==> config.mk <==
export PLATFORM = sky130hd
export DESIGN_NAME = picorv32_freeahb_bridge
export DESIGN_NICKNAME = d
export VERILOG_FILES = /design/src/rtl/picorv32_freeahb_bridge.sv
export SDC_FILE = /design/constraint.sdc
export NUM_CORES = 1
export LEC_CHECK = 0
export ABC_AREA = 1
export BUFFER_PORTS_ARGS = -buffer_cell sky130_fd_sc_hd__buf_2
export CAP_MARGIN = 5
export CORE_UTILIZATION = 49
export CTS_CLUSTER_DIAMETER = 100
export CTS_CLUSTER_SIZE = 40
export DETAILED_ROUTE_END_ITERATION = 16
export GPL_ROUTABILITY_DRIVEN = 0
export PLACE_DENSITY = 0.81
export SLEW_MARGIN = 20
export SYNTH_ARGS = -nofsm -noshare
export SYNTH_HDL_FRONTEND = slang
export SYNTH_SLANG_ARGS = --single-unit
==> constraint.sdc <==
create_clock -name clk -period 1.8 [get_ports clk]
set_input_delay 0.09 -clock clk [delete_from_list [all_inputs] [get_ports clk]]
set_output_delay 0.09 -clock clk [all_outputs]
set_load 0.005 [all_outputs]
==> src/rtl/picorv32_freeahb_bridge.sv <==
// PicoRV32 native memory port to FreeAHB UI bridge: splits writes into aligned
// pieces, places bytes on AHB lanes by endianness, optional per-phase watchdog.
module picorv32_freeahb_bridge #(
    parameter bit          BIG_ENDIAN_AHB = 1'b1,
    parameter bit          MERGE_WSTRB    = 1'b1,
    parameter int unsigned TIMEOUT_CYCLES = 0,
    parameter logic [31:0] ERR_RDATA      = 32'hDEADBEEF
) (
    input  logic        clk,
    input  logic        resetn,
    input  logic        mem_valid,
    input  logic        mem_instr,
    input  logic [31:0] mem_addr,
    input  logic [31:0] mem_wdata,
    input  logic [3:0]  mem_wstrb,
    output logic        mem_ready,
    output logic [31:0] mem_rdata,
    output logic        bus_error,
    output logic [31:0] freeahb_addr,
    output logic [31:0] freeahb_wdata,
    output logic [2:0]  freeahb_size,
    output logic        freeahb_read,
    output logic        freeahb_write,
    output logic        freeahb_valid,
    output logic [31:0] freeahb_min_len,
    output logic        freeahb_cont,
    output logic        freeahb_lock,
    output logic [3:0]  freeahb_prot,
    input  logic        freeahb_next,
    input  logic        freeahb_ready,
    input  logic [31:0] freeahb_rdata,
    input  logic [31:0] freeahb_result_addr
);

    typedef enum logic [2:0] {
        S_IDLE, S_RD_ADDR, S_RD_DATA, S_WR_ADDR, S_WR_DATA, S_DONE
    } state_t;

    typedef struct packed {
        logic [3:0] mask;
        logic [2:0] size;
        logic [1:0] off;
    } piece_t;

    typedef struct packed {
        state_t      state;
        logic [31:0] addr;
        logic [31:0] wdata;
        logic [2:0]  size;
        logic        read;
        logic        write;
        logic        valid;
        logic [3:0]  prot;
        logic [31:0] rdata;
        logic        ready;
        logic        err;
        logic [31:0] data;
        logic [3:0]  cur;
        logic [3:0]  rem;
        logic [31:0] cnt;
    } regs_t;

    regs_t  r_q;
    regs_t  w_d;
    piece_t w_piece;
    state_t w_finish;
    logic   w_timeout;
    logic   w_unused;

    // Lowest remaining strobe first, so pieces go out in ascending address order.
    function automatic piece_t next_piece(input logic [3:0] rem);
        piece_t p;
        p = '{4'b0000, 3'd0, 2'd0};
        if (MERGE_WSTRB && rem == 4'b1111)      p = '{4'b1111, 3'd2, 2'd0};
        else if (MERGE_WSTRB && rem[1:0] == 2'b11) p = '{4'b0011, 3'd1, 2'd0};
        else if (rem[0])                        p = '{4'b0001, 3'd0, 2'd0};
        else if (rem[1])                        p = '{4'b0010, 3'd0, 2'd1};
        else if (MERGE_WSTRB && rem[3:2] == 2'b11) p = '{4'b1100, 3'd1, 2'd2};
        else if (rem[2])                        p = '{4'b0100, 3'd0, 2'd2};
        else if (rem[3])                        p = '{4'b1000, 3'd0, 2'd3};
        return p;
    endfunction

    // Moves CPU byte k to its AHB lane; with a full mask this is also the read swap.
    function automatic logic [31:0] place(input logic [31:0] d, input logic [3:0] m);
        logic [31:0] r;
        r = '0;
        for (int k = 0; k < 4; k++) begin
            if (m[k]) begin
                if (BIG_ENDIAN_AHB) r[8*(3-k) +: 8] = d[8*k +: 8];
                else                r[8*k +: 8]     = d[8*k +: 8];
            end
        end
        return r;
    endfunction

    assign w_finish  = mem_valid ? S_DONE : S_IDLE;
    assign w_timeout = (TIMEOUT_CYCLES != 0) && (r_q.cnt == TIMEOUT_CYCLES - 1);
    assign w_unused  = ^{freeahb_result_addr, mem_addr[1:0]};

    // NOTE: every field starts from its held value, so no path leaves a latch.
    always_comb begin
        w_d       = r_q;
        w_d.ready = 1'b0;
        w_d.err   = 1'b0;
        w_piece   = next_piece(r_q.rem);

        case (r_q.state)
            S_IDLE: begin
                if (mem_valid) begin
                    w_d.prot = {3'b000, ~mem_instr};
                    w_d.data = mem_wdata;
                    if (mem_wstrb == 4'b0000) begin
                        w_d.addr  = {mem_addr[31:2], 2'b00};
                        w_d.size  = 3'd2;
                        w_d.read  = 1'b1;
                        w_d.state = S_RD_ADDR;
                    end else begin
                        w_piece   = next_piece(mem_wstrb);
                        w_d.cur   = w_piece.mask;
                        w_d.rem   = mem_wstrb & ~w_piece.mask;
                        w_d.addr  = {mem_addr[31:2], w_piece.off};
                        w_d.size  = w_piece.size;
                        w_d.write = 1'b1;
                        w_d.state = S_WR_ADDR;
                    end
                end
            end
            S_RD_ADDR, S_RD_DATA: begin
                if (r_q.state == S_RD_ADDR && freeahb_next) begin
                    w_d.read  = 1'b0;
                    w_d.state = S_RD_DATA;
                end
                if ((r_q.state == S_RD_DATA || freeahb_next) && freeahb_ready) begin
                    w_d.rdata = place(freeahb_rdata, 4'b1111);
                    w_d.ready = mem_valid;
                    w_d.state = w_finish;
                end else if (w_d.state == r_q.state && w_timeout) begin
                    w_d.read  = 1'b0;
                    w_d.rdata = ERR_RDATA;
                    w_d.err   = 1'b1;
                    w_d.ready = mem_valid;
                    w_d.state = w_finish;
                end
            end
            S_WR_ADDR: begin
                if (freeahb_next) begin
                    w_d.write = 1'b0;
                    w_d.wdata = place(r_q.data, r_q.cur);
                    w_d.valid = 1'b1;
                    w_d.state = S_WR_DATA;
                end else if (w_timeout) begin
                    w_d.write = 1'b0;
                    w_d.rem   = 4'b0000;
                    w_d.err   = 1'b1;
                    w_d.ready = mem_valid;
                    w_d.state = w_finish;
                end
            end
            S_WR_DATA: begin
                if (freeahb_next) begin
                    w_d.valid = 1'b0;
                    if (r_q.rem != 4'b0000) begin
                        w_d.cur   = w_piece.mask;
                        w_d.rem   = r_q.rem & ~w_piece.mask;
                        w_d.addr  = {r_q.addr[31:2], w_piece.off};
                        w_d.size  = w_piece.size;
                        w_d.write = 1'b1;
                        w_d.state = S_WR_ADDR;
                    end else begin
                        w_d.ready = mem_valid;
                        w_d.state = w_finish;
                    end
                end else if (w_timeout) begin
                    w_d.valid = 1'b0;
                    w_d.rem   = 4'b0000;
                    w_d.err   = 1'b1;
                    w_d.ready = mem_valid;
                    w_d.state = w_finish;
                end
            end
            S_DONE:  w_d.state = S_IDLE;
            default: w_d.state = S_IDLE;
        endcase

        // Watchdog restarts on every state entry and only runs in bus phases.
        if (w_d.state != r_q.state || r_q.state == S_IDLE || r_q.state == S_DONE)
            w_d.cnt = '0;
        else
            w_d.cnt = r_q.cnt + 32'd1;
    end

    // NOTE: non-blocking updates; async reset clears the whole register bundle.
    always_ff @(posedge clk or negedge resetn) begin
        if (!resetn) r_q <= '0;
        else         r_q <= w_d;
    end

    assign mem_ready       = r_q.ready;
    assign mem_rdata       = r_q.rdata;
    assign bus_error       = r_q.err;
    assign freeahb_addr    = r_q.addr;
    assign freeahb_wdata   = r_q.wdata;
    assign freeahb_size    = r_q.size;
    assign freeahb_read    = r_q.read;
    assign freeahb_write   = r_q.write;
    assign freeahb_valid   = r_q.valid;
    assign freeahb_prot    = r_q.prot;
    assign freeahb_min_len = 32'd0;
    assign freeahb_cont    = 1'b0;
    assign freeahb_lock    = 1'b0;

endmodule

==> impl_results.rst <==
.. list-table::
   :header-rows: 1

   * - Metric
     - Value
   * - Run status
     - finished clean
   * - Final Power
     - 0.0140 W
   * - Via count
     - 5713
   * - Wire length of the first global-routing pass
     - 26000 um
   * - Remaining Overflow, GRT
     - 0
   * - Switching part of the total power
     - 33.5%
   * - Register clock-pin slew on the reported worst setup and hold paths
     - 0.06 ns
   * - Sequential share of the synthesized area
     - 52.2%
   * - Area occupied by multi-input gates
     - 2110 um^2
   * - Sw Pwr
     - 0.00470 W
   * - Slowest cell on the critical path
     - sky130_fd_sc_hd__dfrtp_1
   * - Cell internal pwr
     - 0.00935 W
   * - Max frequency
     - 638 MHz
   * - Antenna violations before repair
     - 0
   * - Clock root buffer master
     - sky130_fd_sc_hd__clkbuf_16
   * - Total CTS buffers
     - 17
   * - Nature of the critical path startpoint
     - flop
   * - Via count of the first global-routing pass
     - 5546
   * - Sequential fraction of design power
     - 40.2%
   * - Distinct cell type count after synthesis
     - 27
   * - Final setup vio count
     - 0
   * - Max-Cap Viols
     - 0
   * - Final WL
     - 16400 um
   * - Data arrival time of the critical path
     - 1.86 ns
   * - Maximum fanout along the worst path
     - 8
   * - Initial core utilization
     - 50.2%
   * - Min Clock Period, post-route
     - 1.57 ns
   * - Iter 0 DRT Violations
     - 329
   * - Slew @ Worst Pin
     - 0.647 ns
   * - Number of instances in the synthesized netlist
     - 843
   * - # fillers
     - 1059
   * - Final Hold Vio Count
     - 0
   * - Die width
     - 122 um
   * - Area of the mapped netlist
     - 7000 um^2
   * - Longest individual stage delay on the worst path
     - 0.46 ns
   * - Register area
     - 3650 um^2
   * - HP Class
     - in2reg
   * - I/O pin total
     - 280
   * - Maximum level of the CTS H-tree
     - 4
   * - Placed cell count
     - 1112
   * - Kind of end point of the critical path
     - flop
   * - Slew Limit Fails
     - 0
   * - Number of port buffers
     - 206
   * - Family of cells with the greatest summed delay on the critical path
     - simple AND/OR/NAND/NOR gates
   * - Latest clock arrival within the worst-skew pair
     - 0.42 ns
   * - Max Root-Sink Buffers
     - 2
   * - Final cell count without fillers
     - 1240
   * - Hold slack
     - 0.0188 ns
   * - Number of warning messages in the yosys log
     - 0
   * - CTS tree
     - yes
   * - FF+latch count, synth
     - 146
   * - Crit path buf inv count
     - 1
   * - Sum of net half-perimeters after detailed placement
     - 10000 um
   * - Headroom to the max-slew limit
     - 56.8%
   * - Setup repair after global routing missed its margin
     - false
   * - Setup Crit Path Kind
     - reg2reg
   * - Num Clock Sinks
     - 146
   * - Fraction of layout cells with a size suffix above 1
     - 25.1%
   * - Required time reported for the critical path endpoint
     - 2.10 ns
   * - Vias per Instance
     - 4.61
   * - Worst path most repeated cell
     - sky130_fd_sc_hd__nand2_1
   * - Overall Global Routing Usage
     - 22.8%
   * - Most used cells in the layout excluding fill and tap cells
     - sky130_fd_sc_hd__nand2_1 (343), sky130_fd_sc_hd__buf_2 (205), sky130_fd_sc_hd__dfrtp_1 (146)
   * - Placeable core region
     - 13900 um^2
   * - Die Footprint
     - 14800 um^2
   * - P per Cell Area
     - 1550 nW/um^2
   * - Number of rows created at floorplan
     - 43
   * - Pin count of the biggest net entering global routing
     - 65
   * - Clock network power share
     - 29.1%
   * - # diodes
     - 0
   * - Count of antenna-violating nets left after detailed routing
     - 0
   * - P_leak
     - 5.21 nW
   * - Vert. Die Dim
     - 122 um
   * - Skew final
     - 0.00840 ns
   * - IR Drop Worst-Case VDD
     - 665 uV
   * - Layout Area Growth over Synthesis
     - 29.3%
   * - DRC Markers
     - 0
   * - Synthesized area per cell
     - 8.31 um^2
   * - DR WL/cell
     - 13.2 um
   * - Commonest non-fill, non-tap cell in the layout
     - sky130_fd_sc_hd__nand2_1
   * - Post-Route Setup TNS
     - 0 ns
   * - Critical path cell sequence
     - nor2_4, nand2_2, o21ai_2, nand2_1, buf_4, nand2_1, o21ai_1
   * - Final nets
     - 1185
   * - Final critical-path share of the clock period
     - 87.0%
   * - Share of total power in combinational logic
     - 30.7%
   * - First drt pass iteration count
     - 5
final timing paths:
| kind | startpoint | slack [ns] | cells past startpoint | end |
|---|---|---|---|---|
| worst max-delay path | r_q[180]$_DFFE_PN0P_ | 0.23 | 7 | r_q[36]$_DFFE_PN0P_ |
| worst min-delay path | mem_valid | 0.02 | 3 | mem_ready$_DFF_PN0_ |
| worst max register to register | r_q[180]$_DFFE_PN0P_ | 0.23 | 7 | r_q[36]$_DFFE_PN0P_ |
| worst min register to register | freeahb_addr[20]$_DFFE_PN0P_ | 0.46 | 2 | freeahb_addr[20]$_DFFE_PN0P_ |
| max in group asynchronous | resetn | 1.02 | 3 | r_q[182]$_DFFE_PN0P_ |
| min in group asynchronous | resetn | 0.14 | 2 | freeahb_wdata[2]$_DFFE_PN0P_ |
cell families after synthesis:
family	share of synthesized area (%)
simple gates	23.8
buf+inv	19.8
flops	52.2
compound gates	4.16
other cells	0.0536
worst register-to-register path, stage by stage (launching register included):
cell                      delay, ns
sky130_fd_sc_hd__dfrtp_1       0.46
sky130_fd_sc_hd__nor2_4        0.18
sky130_fd_sc_hd__nand2_2       0.12
sky130_fd_sc_hd__o21ai_2       0.17
sky130_fd_sc_hd__nand2_1       0.21
sky130_fd_sc_hd__buf_4         0.22
sky130_fd_sc_hd__nand2_1       0.05
sky130_fd_sc_hd__o21ai_1       0.07
power by group through the flow:
stage                     clock network (W)  logic [W]  registers, W
after detailed placement                  0    0.00415       0.00564
after global routing                0.00428    0.00495       0.00581
after floorplan                           0    0.00383       0.00537
after global placement                    0    0.00398       0.00560
after CTS                           0.00414    0.00431       0.00562
final                               0.00408    0.00432       0.00565
final cells by class:
class,instances,share of cell area [%]
repair buffers,316,23.8
clock inverters,7,1.81
clock buffers,25,5.91
well taps,180,2.49
inverters,57,2.36
multi-input cells,509,23.3
flip-flops and latches,146,40.4
layer usage:
layer / vias up / track usage, % / share of wire [%]
met1: 2644 / 27.0 / 41
met2: 208 / 39.7 / 51
met3: 31 / 5.01 / 5.5
li1: 2830 / - / -
met5: - / 0 / 0
met4: 0 / 10.0 / 2.4
sequential cells by signal, indices dropped and copies added, names as in the netlist:
signal / cells
freeahb_size: 2
r_q: 43
mem_ready: 1
freeahb_valid: 1
freeahb_prot: 1
freeahb_wdata: 32
mem_rdata: 32
freeahb_write: 1
freeahb_read: 1
freeahb_addr: 32
through the flow:
stage	util [%]	instance area [um^2]	worst slack [ns]
after global placement	53.1	7390	0.283
after detailed placement	53.1	7390	0.249
after CTS	65.0	9050	0.225
after floorplan	-	7140	0.383
final	65.0	9050	0.234
after global routing	65.0	9050	0.0775
synthesized netlist by cell type:
| master | number | area (um^2) |
|---|---|---|
| sky130_fd_sc_hd__nand2_1 | 343 | 1290 |
| sky130_fd_sc_hd__nand4_1 | 5 | 31.3 |
| sky130_fd_sc_hd__nor2_4 | 2 | 22.5 |
| sky130_fd_sc_hd__nand3_2 | 1 | 10.0 |
| sky130_fd_sc_hd__nor2_1 | 10 | 37.5 |
| sky130_fd_sc_hd__nand2_2 | 3 | 18.8 |
| sky130_fd_sc_hd__conb_1 | 1 | 3.75 |
| sky130_fd_sc_hd__buf_2 | 15 | 75.1 |
| sky130_fd_sc_hd__o31ai_1 | 1 | 7.51 |
| sky130_fd_sc_hd__clkbuf_1 | 11 | 41.3 |
| sky130_fd_sc_hd__o21ai_0 | 21 | 105 |
| sky130_fd_sc_hd__inv_2 | 4 | 15.0 |
| sky130_fd_sc_hd__buf_1 | 3 | 11.3 |
| sky130_fd_sc_hd__nor2_2 | 1 | 6.26 |
| sky130_fd_sc_hd__a21oi_1 | 3 | 15.0 |
| sky130_fd_sc_hd__or2_2 | 1 | 6.26 |
| sky130_fd_sc_hd__nand3_1 | 48 | 240 |
| sky130_fd_sc_hd__o21a_1 | 2 | 15.0 |
| sky130_fd_sc_hd__a21oi_2 | 1 | 8.76 |
| sky130_fd_sc_hd__o22ai_1 | 1 | 6.26 |
| sky130_fd_sc_hd__buf_4 | 138 | 1040 |
| sky130_fd_sc_hd__inv_1 | 53 | 199 |
| sky130_fd_sc_hd__clkbuf_2 | 2 | 10.0 |
| sky130_fd_sc_hd__o21ai_2 | 1 | 8.76 |
| sky130_fd_sc_hd__nor3_1 | 1 | 5.00 |
| sky130_fd_sc_hd__dfrtp_1 | 146 | 3650 |
| sky130_fd_sc_hd__o21ai_1 | 25 | 125 |
what timing repair did:
action	in CTS	in global routing
resized for setup	0	0
endpoints found under the hold margin	224	0
setup buffers	0	0
hold buffers	96	0
(Power assumes the default switching activity.)
